--- config.mk ---
export PLATFORM = sky130hd
export DESIGN_NAME = ah_snoop_hazard_gate
export DESIGN_NICKNAME = d
export VERILOG_FILES = /design/src/rtl/ah_snoop_hazard_gate_pkg.sv /design/src/rtl/ah_snoop_hazard_gate_sat_counter.sv /design/src/rtl/ah_snoop_hazard_gate.sv
export SDC_FILE = /design/constraint.sdc
export NUM_CORES = 1
export LEC_CHECK = 0
export CAP_MARGIN = 20
export CORE_MARGIN = 3
export CORE_UTILIZATION = 26
export DETAILED_ROUTE_END_ITERATION = 8
export HOLD_SLACK_MARGIN = 0.08
export SETUP_SLACK_MARGIN = 0.3
export SYNTH_ARGS = -nofsm -noshare
export SYNTH_HDL_FRONTEND = slang
export SYNTH_HIERARCHICAL = 1
export SYNTH_SLANG_ARGS = --single-unit
--- constraint.sdc ---
create_clock -name clk -period 2.8 [get_ports clk]
set_input_delay 0.7 -clock clk [delete_from_list [all_inputs] [get_ports clk]]
set_output_delay 0.7 -clock clk [all_outputs]
set_load 0.02 [all_outputs]
--- src/rtl/ah_snoop_hazard_gate_pkg.sv ---
// Shared types and default widths for the snoop hazard gate.
// The gate FSM only ever holds one request at a time.
package ah_snoop_pkg;

    typedef enum logic [1:0] {
        IDLE  = 2'd0,
        SNOOP = 2'd1,
        ISSUE = 2'd2
    } state_t;

    localparam int DEF_KEY_W  = 16;
    localparam int DEF_DATA_W = 132;

endpackage

--- src/rtl/ah_snoop_hazard_gate_sat_counter.sv ---
// Saturating up-counter with synchronous clear.
// It sticks at all-ones instead of wrapping.
module ah_sat_counter #(
    parameter int WIDTH = 32
) (
    input  logic             clk,
    input  logic             rstn,
    input  logic             i_inc,
    input  logic             i_clear,
    output logic [WIDTH-1:0] o_count
);

    logic [WIDTH-1:0] r_count;

    always_ff @(posedge clk or negedge rstn) begin
        if (!rstn) begin
            r_count <= '0;
        end else if (i_clear) begin
            r_count <= '0;
        end else if (i_inc && (r_count != '1)) begin
            r_count <= r_count + WIDTH'(1);
        end
    end

    assign o_count = r_count;

endmodule

--- src/rtl/ah_snoop_hazard_gate.sv ---
// Read-side hazard gate: holds a read request until the write FIFO reports no pending
// write with the same key, then releases it downstream (or forces it out after TIMEOUT).
module ah_snoop_hazard_gate
    import ah_snoop_pkg::*;
#(
    parameter int DATA_W  = DEF_DATA_W,
    parameter int KEY_W   = DEF_KEY_W,
    parameter int TIMEOUT = 64,
    parameter int CNT_W   = 32
) (
    input  logic              clk,
    input  logic              rstn,
    input  logic [DATA_W-1:0] req_data,
    input  logic              req_valid,
    output logic              req_ready,
    output logic [KEY_W-1:0]  sdata,
    output logic              svalid,
    input  logic              smatch,
    output logic [DATA_W-1:0] out_data,
    output logic              out_valid,
    input  logic              out_ready,
    output logic              out_err,
    output logic [CNT_W-1:0]  stall_cnt,
    output logic              busy
);

    localparam int WAIT_W = $clog2(TIMEOUT + 1);

    state_t              r_state;
    state_t              w_nextState;
    logic [DATA_W-1:0]   r_hold;
    logic [WAIT_W-1:0]   r_waitCnt;
    logic                r_err;
    logic [WAIT_W-1:0]   w_waitNext;
    logic                w_snoopMatch;
    logic                w_timeoutHit;

    // smatch only matters while we are actually strobing the snoop port.
    assign w_snoopMatch = (r_state == SNOOP) && smatch;
    assign w_waitNext   = r_waitCnt + WAIT_W'(1);
    assign w_timeoutHit = w_snoopMatch && (w_waitNext == WAIT_W'(TIMEOUT));

    always_ff @(posedge clk or negedge rstn) begin
        if (!rstn) begin
            r_state <= IDLE;
        end else begin
            r_state <= w_nextState;
        end
    end

    always_comb begin
        w_nextState = r_state;
        case (r_state)
            IDLE:    if (req_valid) w_nextState = SNOOP;
            SNOOP:   if (!smatch || w_timeoutHit) w_nextState = ISSUE;
            ISSUE:   if (out_ready) w_nextState = IDLE;
            default: w_nextState = IDLE;
        endcase
    end

    // err is rewritten on every SNOOP cycle, so it reflects how the last snoop ended.
    always_ff @(posedge clk or negedge rstn) begin
        if (!rstn) begin
            r_hold    <= '0;
            r_waitCnt <= '0;
            r_err     <= 1'b0;
        end else begin
            case (r_state)
                IDLE: begin
                    if (req_valid) begin
                        r_hold    <= req_data;
                        r_waitCnt <= '0;
                    end
                end
                SNOOP: begin
                    if (smatch) begin
                        r_waitCnt <= w_waitNext;
                    end
                    r_err <= w_timeoutHit;
                end
                default: ;
            endcase
        end
    end

    always_comb begin
        req_ready = 1'b0;
        svalid    = 1'b0;
        sdata     = '0;
        out_valid = 1'b0;
        out_data  = '0;
        out_err   = 1'b0;
        case (r_state)
            IDLE:  req_ready = 1'b1;
            SNOOP: begin
                svalid = 1'b1;
                sdata  = r_hold[KEY_W-1:0];
            end
            ISSUE: begin
                out_valid = 1'b1;
                out_data  = r_hold;
                out_err   = r_err;
            end
            default: ;
        endcase
    end

    assign busy = (r_state != IDLE);

    ah_sat_counter #(
        .WIDTH(CNT_W)
    ) uStallCnt (
        .clk    (clk),
        .rstn   (rstn),
        .i_inc  (w_snoopMatch),
        .i_clear(1'b0),
        .o_count(stall_cnt)
    );

endmodule

==> impl_metrics.py <==
metrics = {
    "global_route": {
        "grt_pass1_wl_mm": 40.2,
        "grt_max_degree": 60,
        "grt_pass1_vias": 6718,
        "gr-usage-all-layers_pct": 14.5,
        "overflow": 0,
        "antenna_found_initial": 2,
    },
    "place": {
        "hpwl_mm": 17.9,
        "gp_congestion": 0.784,
        "dpl.cell_count": 1448,
        "io_buffers": 321,
        "place_ws_ns": 0.00852,
    },
    "setup_path": {
        "cp-start-kind": "flop",
        "reg2reg_from": "r_state[1]",
        "worst-path-buf-inv": 3,
        "slowest_stage": "dfrtp_2",
        "r2r_end": "uStallCnt/o_count[31]",
        "arrival_ns": 1.76,
        "required_ns": 2.10,
        "cp-end-kind": "primary output",
        "cpLargestDelayFamily": "buffers and inverters",
        "path_cells": "nor2b_4, buf_4, buf_12, and2_1, clkdlybuf4s15_2",
        "r2r_setup_slack_ns": 0.46,
        "worstPathMaxFanout": 38,
        "r2r_cells": 10,
        "worstSetupPathType": "reg2out",
        "cp_slowest_stage_delay_ns": 0.42,
    },
    "timing": {
        "finalSetupTns_ns": 0,
        "final.min_clock_period_ns": 2.46,
        "hold_violations": 0,
        "skew_ns": 0.0143,
        "relSlewSlack_pct": 50.1,
        "fmax_mhz": 406,
        "worst_slew_pin_slew_ns": 0.743,
        "setup_viol": 0,
        "rsz0062_at_grt": "true",
        "setup_ws_ns": 0.337,
        "slew_violations": 0,
        "timing.final.crit_share_pct": 88.0,
    },
    "logic_synthesis": {
        "ys_ff_latch": 174,
        "synth_top_family_by_area": "multiplexers",
        "yosysUniqueCellTypes": 53,
        "synth_edf_count": 0,
        "yosysWarnings": 6,
        "syn_avg_cell_area_um2": 12.2,
        "postSynthCellCount": 703,
        "synth_fa_ha_area_share_pct": 0.437,
        "syn-cell-area_mm2": 0.00859,
        "ys.flop_type": "dfrtp_1",
        "synthMuxAreaShare_pct": 21.3,
        "synthXorXnorAreaFrac_pct": 1.53,
        "synth_seq_area_share_pct": 50.7,
        "synth_top_area_share_pct": 50.7,
        "yosys.area_share.simple_pct": 19.2,
        "synth_compound_area_share_pct": 3.72,
        "synth_area_leaders": "dfrtp_1 (51%), mux2_4 (12%), and2_1 (11%)",
        "synth-async-reset-ratio_pct": 100,
        "synth_largest_area_cell": "dfrtp_1",
    },
    "layout": {
        "nFillCells": 3146,
        "finalNonFillerCells": 1495,
        "layout_common_cells": "dfrtp_1 (173), clkdlybuf4s50_1 (167), and2_1 (154)",
        "seq_area_mm2": 0.00436,
        "multi_input_comb_area_mm2": 0.00399,
        "synthToLayoutAreaGrowth_pct": 49.0,
        "final_common_cell": "dfrtp_1",
        "drive_gt1_share_pct": 34.1,
        "layout.nets": 1184,
    },
    "outcome": {
        "status": "completed",
    },
    "clock_network": {
        "clk_latency_ns": 0.44,
        "cts_hold_buf": 0,
        "clk_pin_slew_ns": 0.07,
        "numCtsBuffers": 17,
        "htreeDepth": 4,
        "clock_sinks": 174,
        "clockRootBuffer": "clkbuf_16",
        "cts_buffer_depth": 2,
        "cts_tree": "yes",
    },
    "routing": {
        "first_pass_iters": 5,
        "routed_wirelength_mm": 26.6,
        "vias_per_cell": 4.38,
        "initialDrtViolationCount": 250,
        "vias": 6545,
        "wl_per_cell_um": 17.8,
        "drc": 0,
        "drtAntennaViolNets": 0,
    },
    "pwr": {
        "irDropWorstVdd_mv": 0.408,
        "total_power_mw": 11.6,
        "p_leak_nw": 5.66,
        "power_density_mw_per_mm2": 910,
    },
    "floorplan": {
        "rows": 65,
        "die-area_mm2": 0.0352,
        "initial_core_util_pct": 26.8,
        "die_w_um": 188,
        "num_io_pins": 322,
        "die_y_um": 188,
        "core_area_mm2": 0.0320,
    },
    "run": {
        "maxCapViolCount": 0,
    },
    "worst_hold_path": {
        "hp-class": "in2async",
    },
}
[sequential cells by signal (all words and copies together) (netlist names)]
signal             count
r_hold               132
uStallCnt/o_count     32
r_waitCnt              7
r_state                2
r_err                  1
[timing repair]
action | 4_1_cts | 5_1_grt
resized for setup | 431 | 90
cloned | 3 | 3
setup buffers | 6 | 0
setup endpoints to repair | 153 | 139
[cell usage after synthesis (all sizes together) (2+ instances only)]
master    n
nor2b     7
nor4      7
xor2      4
dfrtp   174
xnor2    11
nand3    16
a21oi    14
or3       5
nand2    18
a31oi     2
clkbuf   19
or4       3
and2    155
a21o      4
o31ai     4
a211oi    5
mux2    138
nand4     9
nor3      4
o21ai    14
ha        3
nand2b    3
nor2     32
a31o      2
and3      9
buf      19
inv      10
[report_power, final]
part           internal (mW)  switching, mW  leakage, nW  total, mW
Sequential              3.53          0.517         2.12       4.05
Clock                   1.26           1.13        0.278       2.39
Combinational           2.77           2.43         3.26       5.20
Total                   7.56           4.08         5.66       11.6
[worst max-delay path by stage]
stage | startpoint | to | slack, ns | cells past startpoint
2_1_floorplan | smatch | uStallCnt/o_count[31] | 0.61 | 8
3_3_place_gp | smatch | uStallCnt/o_count[31] | 0.06 | 8
3_5_place_dp | smatch | uStallCnt/o_count[31] | 0.009 | 8
4_1_cts | r_state[0] | out_data[56] | 0.19 | 5
5_1_grt | r_state[0] | out_data[57] | 0.24 | 5
6_report | r_state[0] | out_data[71] | 0.34 | 5
[worst reg2reg max path: cells and delay by family, from the launching register on]
kind / cells / cell delay [ns]
compound gates: 1 / 0.29
mux: 1 / 0.37
buf+inv: 3 / 0.31
simple gates: 5 / 0.86
flops: 1 / 0.38
[cells by family after synthesis]
kind of cell	Yosys count
AND/OR/NAND/NOR	273
flip-flops	174
multiplexers	139
AO/OA/AOI/OAI	49
buffers and inverters	49
XOR/XNOR	15
adder cells (fa/ha/maj)	3
other	1
[final cells by class]
class / instances / share of cell area [%]
clock buffers: 17 / 3.33
well taps: 435 / 4.25
multi-input cells: 483 / 31.2
flip-flops and latches: 174 / 34.0
repair buffers: 357 / 25.5
diodes: 3 / 0.0587
inverters: 11 / 0.421
clock inverters: 15 / 1.21
[metal layers]
| metal | wire (µm) | vias up | GRT usage [%] | part of all wire (%) |
|---|---|---|---|---|
| met5 | 0 | - | 0 | 0 |
| met4 | 134 | 0 | 3.00 | 0.50 |
| met3 | 1750 | 8 | 4.67 | 6.6 |
| met2 | 12800 | 237 | 23.9 | 48 |
| met1 | 12000 | 3214 | 18.6 | 45 |
| li1 | - | 3086 | - | - |
[through the flow]
stage / util, % / cell area [µm²] / hold slack (ns)
4_1_cts: 40.6 / 13000 / 0.226
5_1_grt: 39.9 / 12800 / 0.234
2_1_floorplan: - / 8600 / 0.404
3_3_place_gp: 38.7 / 12400 / 0.480
3_5_place_dp: 38.7 / 12400 / 0.484
6_report: 39.9 / 12800 / 0.214
Power figures use the tool's default switching activity.
==> edit 1 (same settings) <==
Change the package constant `DEF_KEY_W` from 16 to 32.
--- a/src/rtl/ah_snoop_hazard_gate_pkg.sv
+++ b/src/rtl/ah_snoop_hazard_gate_pkg.sv
@@ -8,7 +8,7 @@
         ISSUE = 2'd2
     } state_t;
 
-    localparam int DEF_KEY_W  = 16;
+    localparam int DEF_KEY_W  = 32;
     localparam int DEF_DATA_W = 132;
 
 endpackage
Ports: changed (resized sdata); port bits go from 322 to 338. No check against the original RTL was run, so the function may have changed too.
==> edit 1 against the unedited design <==
  * Register-to-register slack lost 0.05 ns
  * Via count grew 2.0%
  * Final area shrank 0.77%
  * Largest cell class unchanged
  * Synthesized area grew 0.67%
  * Wire length shrank 4.2%
  * Setup slack gained 0.0082 ns
  * Sequential cell count is the same
  * Total power shrank 0.43%
  * Highest routed layer unchanged
  * Clock power shrank 3%
==> edit 1: results (changes against the unedited design) <==
Place
  – Half-perimeter wire length after placement: 18300 um (was 17900 um)

Synth
  – Sequential fraction of the synthesis area: 50.4% (was 50.7%)
  – Cells taking the most area after synthesis: sky130_fd_sc_hd__dfrtp_1 (50%), sky130_fd_sc_hd__and2_1 (12%), sky130_fd_sc_hd__mux2_4 (10%), sky130_fd_sc_hd__mux2_2 (10%), sky130_fd_sc_hd__nor2_1 (1.3%) (was sky130_fd_sc_hd__dfrtp_1 (51%), sky130_fd_sc_hd__mux2_4 (12%), sky130_fd_sc_hd__and2_1 (11%), sky130_fd_sc_hd__mux2_2 (8.9%), sky130_fd_sc_hd__nor2_1 (1.3%))

Layout
  – Layout clock area frac: 4.44% (was 4.54%)
  – Clock buf count: 19 (was 17)
  – Non-Clock Buffer Area Fraction: 24.6% (was 25.5%)
  – Fill cell count: 3198 (was 3146)
  – Antenna cell count: 0 (was 3)
  – Multi-input gate share of total cell area: 32.0% (was 31.2%)
  – Layout multi-input combinational cell count: 499 (was 483)
  – Proportion of layout cells with a drive suffix above 1: 34.0% (was 34.1%)
  – Number of nets in the layout: 1211 (was 1184)

Power
  – Worst voltage drop across the vdd grid: 0.351 mV (was 0.408 mV)
  – Leak pwr: 0.00577 uW (was 0.00566 uW)
  – Power dissipated in the clock network: 2330 uW (was 2390 uW)
  – Internal power summed over all cells: 7400 uW (was 7560 uW)

Route
  – Detailed-route wire length per cell: 16.7 um (was 17.8 um)
  – DRT iter0 DRCs: 138 (was 250)
  – Via density: 4.37 (was 4.38)
  – Routed wire length on met2: 12300 um (was 12800 um)
  – Detailed-route via count: 6675 (was 6545)
  – Routed length on met1: 11200 um (was 12000 um)
  – Met3 layer wire length in the routed design: 1470 um (was 1750 um)

Clock network
  – Count of instances resized after the clock tree is built: 432 (was 431)

Status
  – Status: finished clean (unchanged)

Worst setup path
  – Reg-to-Reg Start: r_state[0]$_DFFE_PN0P_ (was r_state[1]$_DFFE_PN0P_)
  – Capturing instance or port of the critical path: out_data[65] (was out_data[71])
  – R2R setup slack: 0.41 ns (was 0.46 ns)

Global routing
  – Number of antenna violations at the first check in global routing: 0 (was 2)
  – Largest net degree at the start of global routing: 67 (was 60)
  – Vias in the first global route: 6885 (was 6718)
  – Global-route wire length before repair: 39600 um (was 40200 um)

Timing
  – Worst clock skew: 0.0169 ns (was 0.0143 ns)
  – Relative slew slack: 52.3% (was 50.1%)

Die
  – Row count: 66 (was 65)
edit 1: stage by stage:
step	TNS, ns	utilization (%)	setup slack, ns	hold slack [ns]	total power [uW]
floorplan	0	-	0.394	0.404	7440
global placement	0	38.9	0.0758	0.481	9790
detailed placement	0	38.9	0.0711	0.486	9880
CTS	-0.0172	40.1	-0.0172	0.295	12000
global route	0	38.9	0.231	0.308	12300
finish	0	38.9	0.345	0.281	11600
edit 1: logic make-up after synthesis:
group | synth area share [%]
other | 0.0434
DFF | 50.4
adders and majority gates | 0.434
buffers and inverters | 3.11
and+or+nand+nor | 20.1
AOI/OAI and AO/OA | 3.78
muxes | 20.7
xor gates and xnor gates | 1.52
edit 1: routing by layer:
metal	vias up	GRT usage, %
li1	3146	-
met1	3266	17.6
met2	235	23.7
met3	28	3.44
met4	0	4.64
met5	-	0
==> edit 2 (same flow settings) <==
Made on the original files. Encoding of `state_t`: now one-hot (3 bits for 3 states).
--- a/src/rtl/ah_snoop_hazard_gate_pkg.sv
+++ b/src/rtl/ah_snoop_hazard_gate_pkg.sv
@@ -2,10 +2,10 @@
 // The gate FSM only ever holds one request at a time.
 package ah_snoop_pkg;
 
-    typedef enum logic [1:0] {
-        IDLE  = 2'd0,
-        SNOOP = 2'd1,
-        ISSUE = 2'd2
+    typedef enum logic [2:0] {
+        IDLE  = 3'b001,
+        SNOOP = 3'b010,
+        ISSUE = 3'b100
     } state_t;
 
     localparam int DEF_KEY_W  = 16;
Check against the original RTL: no difference found for any inputs over 4 cycles, from zero or initial values and one cycle with rstn low; so few cycles prove little.
==> edit 2 against the unedited design <==
  * Total power down 22%
  * Synthesized area down 1.7%
  * Wire length up 10%
  * Setup slack worse by 0.090 ns
  * Global-route usage up 1.1 points
  * Highest routed layer is now met5
  * Die area down 1.6%
  * Sequential cell count up 1
  * Hold slack worse by 0.0029 ns
  * Critical path depth up 1
  * Final area up 4.5%
==> edit 2: results (changes against the unedited design) <==
Status
  – Status: finished clean (unchanged)

Route
  – Detailed-route wire length per cell: 16.5 um (was 17.8 um)
  – Number of detailed-route iterations in the first pass: 4 (was 5)
  – Highest metal layer with signal wires: met5 (was met4)
  – Routed wire length on met2: 14000 um (was 12800 um)
  – Routed length on met1: 12900 um (was 12000 um)
  – Via density: 4.39 (was 4.38)

Synth
  – Mean Syn Cell Area: 8.51 sq um (was 12.2 sq um)
  – Multiplexer fraction of the synthesized cell area: 0.963% (was 21.3%)
  – Share of the synthesized netlist area taken by xor and xnor gates: 1.56% (was 1.53%)
  – Cell variety after synth: 56 (was 53)
  – Cells taking the most area after synthesis: sky130_fd_sc_hd__dfrtp_1 (52%), sky130_fd_sc_hd__nand2_1 (18%), sky130_fd_sc_hd__and2_1 (11%), sky130_fd_sc_hd__nor2_1 (1.3%), sky130_fd_sc_hd__xnor2_1 (1.1%) (was sky130_fd_sc_hd__dfrtp_1 (51%), sky130_fd_sc_hd__mux2_4 (12%), sky130_fd_sc_hd__and2_1 (11%), sky130_fd_sc_hd__mux2_2 (8.9%), sky130_fd_sc_hd__nor2_1 (1.3%))
  – Leading post-synthesis cells by instance count: sky130_fd_sc_hd__nand2_1 (415), sky130_fd_sc_hd__dfrtp_1 (174), sky130_fd_sc_hd__and2_1 (154) (was sky130_fd_sc_hd__dfrtp_1 (174), sky130_fd_sc_hd__and2_1 (155), sky130_fd_sc_hd__mux2_4 (70))
  – Sequential fraction of the synthesis area: 51.9% (was 50.7%)

Power
  – Power in sequential cells: 4010 uW (was 4050 uW)
  – Final total power: 9130 uW (was 11600 uW)
  – Share of power burned in the clock network: 26.3% (was 20.5%)
  – Leak pwr: 0.00650 uW (was 0.00566 uW)

Place
  – Number of cells in the design after placement: 1718 (was 1448)
  – Standard cell area after detailed placement: 12200 sq um (was 12400 sq um)
  – Routability congestion estimate: 0.776 (was 0.784)
  – Worst setup slack before clock tree synthesis: 0.0866 ns (was 0.00852 ns)
  – Half-perimeter wire length after placement: 18600 um (was 17900 um)

Worst setup path
  – Capturing instance or port of the critical path: out_data[18] (was out_data[71])
  – Worst setup path startpoint: r_state[1]$_DFFE_PN0P_ (was r_state[0]$_DFFE_PN0P_)
  – Data arrival at the endpoint of the critical path: 1.85 ns (was 1.76 ns)

Layout
  – Antenna cell count: 0 (was 3)
  – Proportion of layout cells with a drive suffix above 1: 23.4% (was 34.1%)
  – Number of nets in the layout: 1475 (was 1184)
  – Fill cell count: 3187 (was 3146)

Timing
  – Relative slew slack: 53.5% (was 50.1%)

Global routing
  – M2 GR Usage: 25.3% (was 23.9%)
edit 2: cell count changes after synthesis, sizes merged, moves of 3 or more:
cell / before / now
nand3: 16 / 19
nor3b: 0 / 3
buf: 19 / 31
clkbuf: 19 / 23
mux2: 138 / 6
nand2: 18 / 416
edit 2: layout make-up:
| class | instances | area (sq um) | share of cell area (%) |
|---|---|---|---|
| multi-input combinational | 756 | 3960 | 29.6 |
| timing repair buffer | 374 | 3850 | 28.8 |
| inverter | 11 | 42.5 | 0.318 |
| clock buffer | 22 | 484 | 3.62 |
| sequential | 175 | 4380 | 32.8 |
| clock inverter | 10 | 103 | 0.768 |
| tap | 435 | 544 | 4.07 |
edit 2: timing repair:
action | 4_1_cts | 5_1_grt
cloned | 7 | 11
setup endpoints to repair | 153 | 159
setup buffers | 10 | 5
pin swaps | 1 | 31
hold buffers | 0 | 0
gates resized for setup | 600 | 253
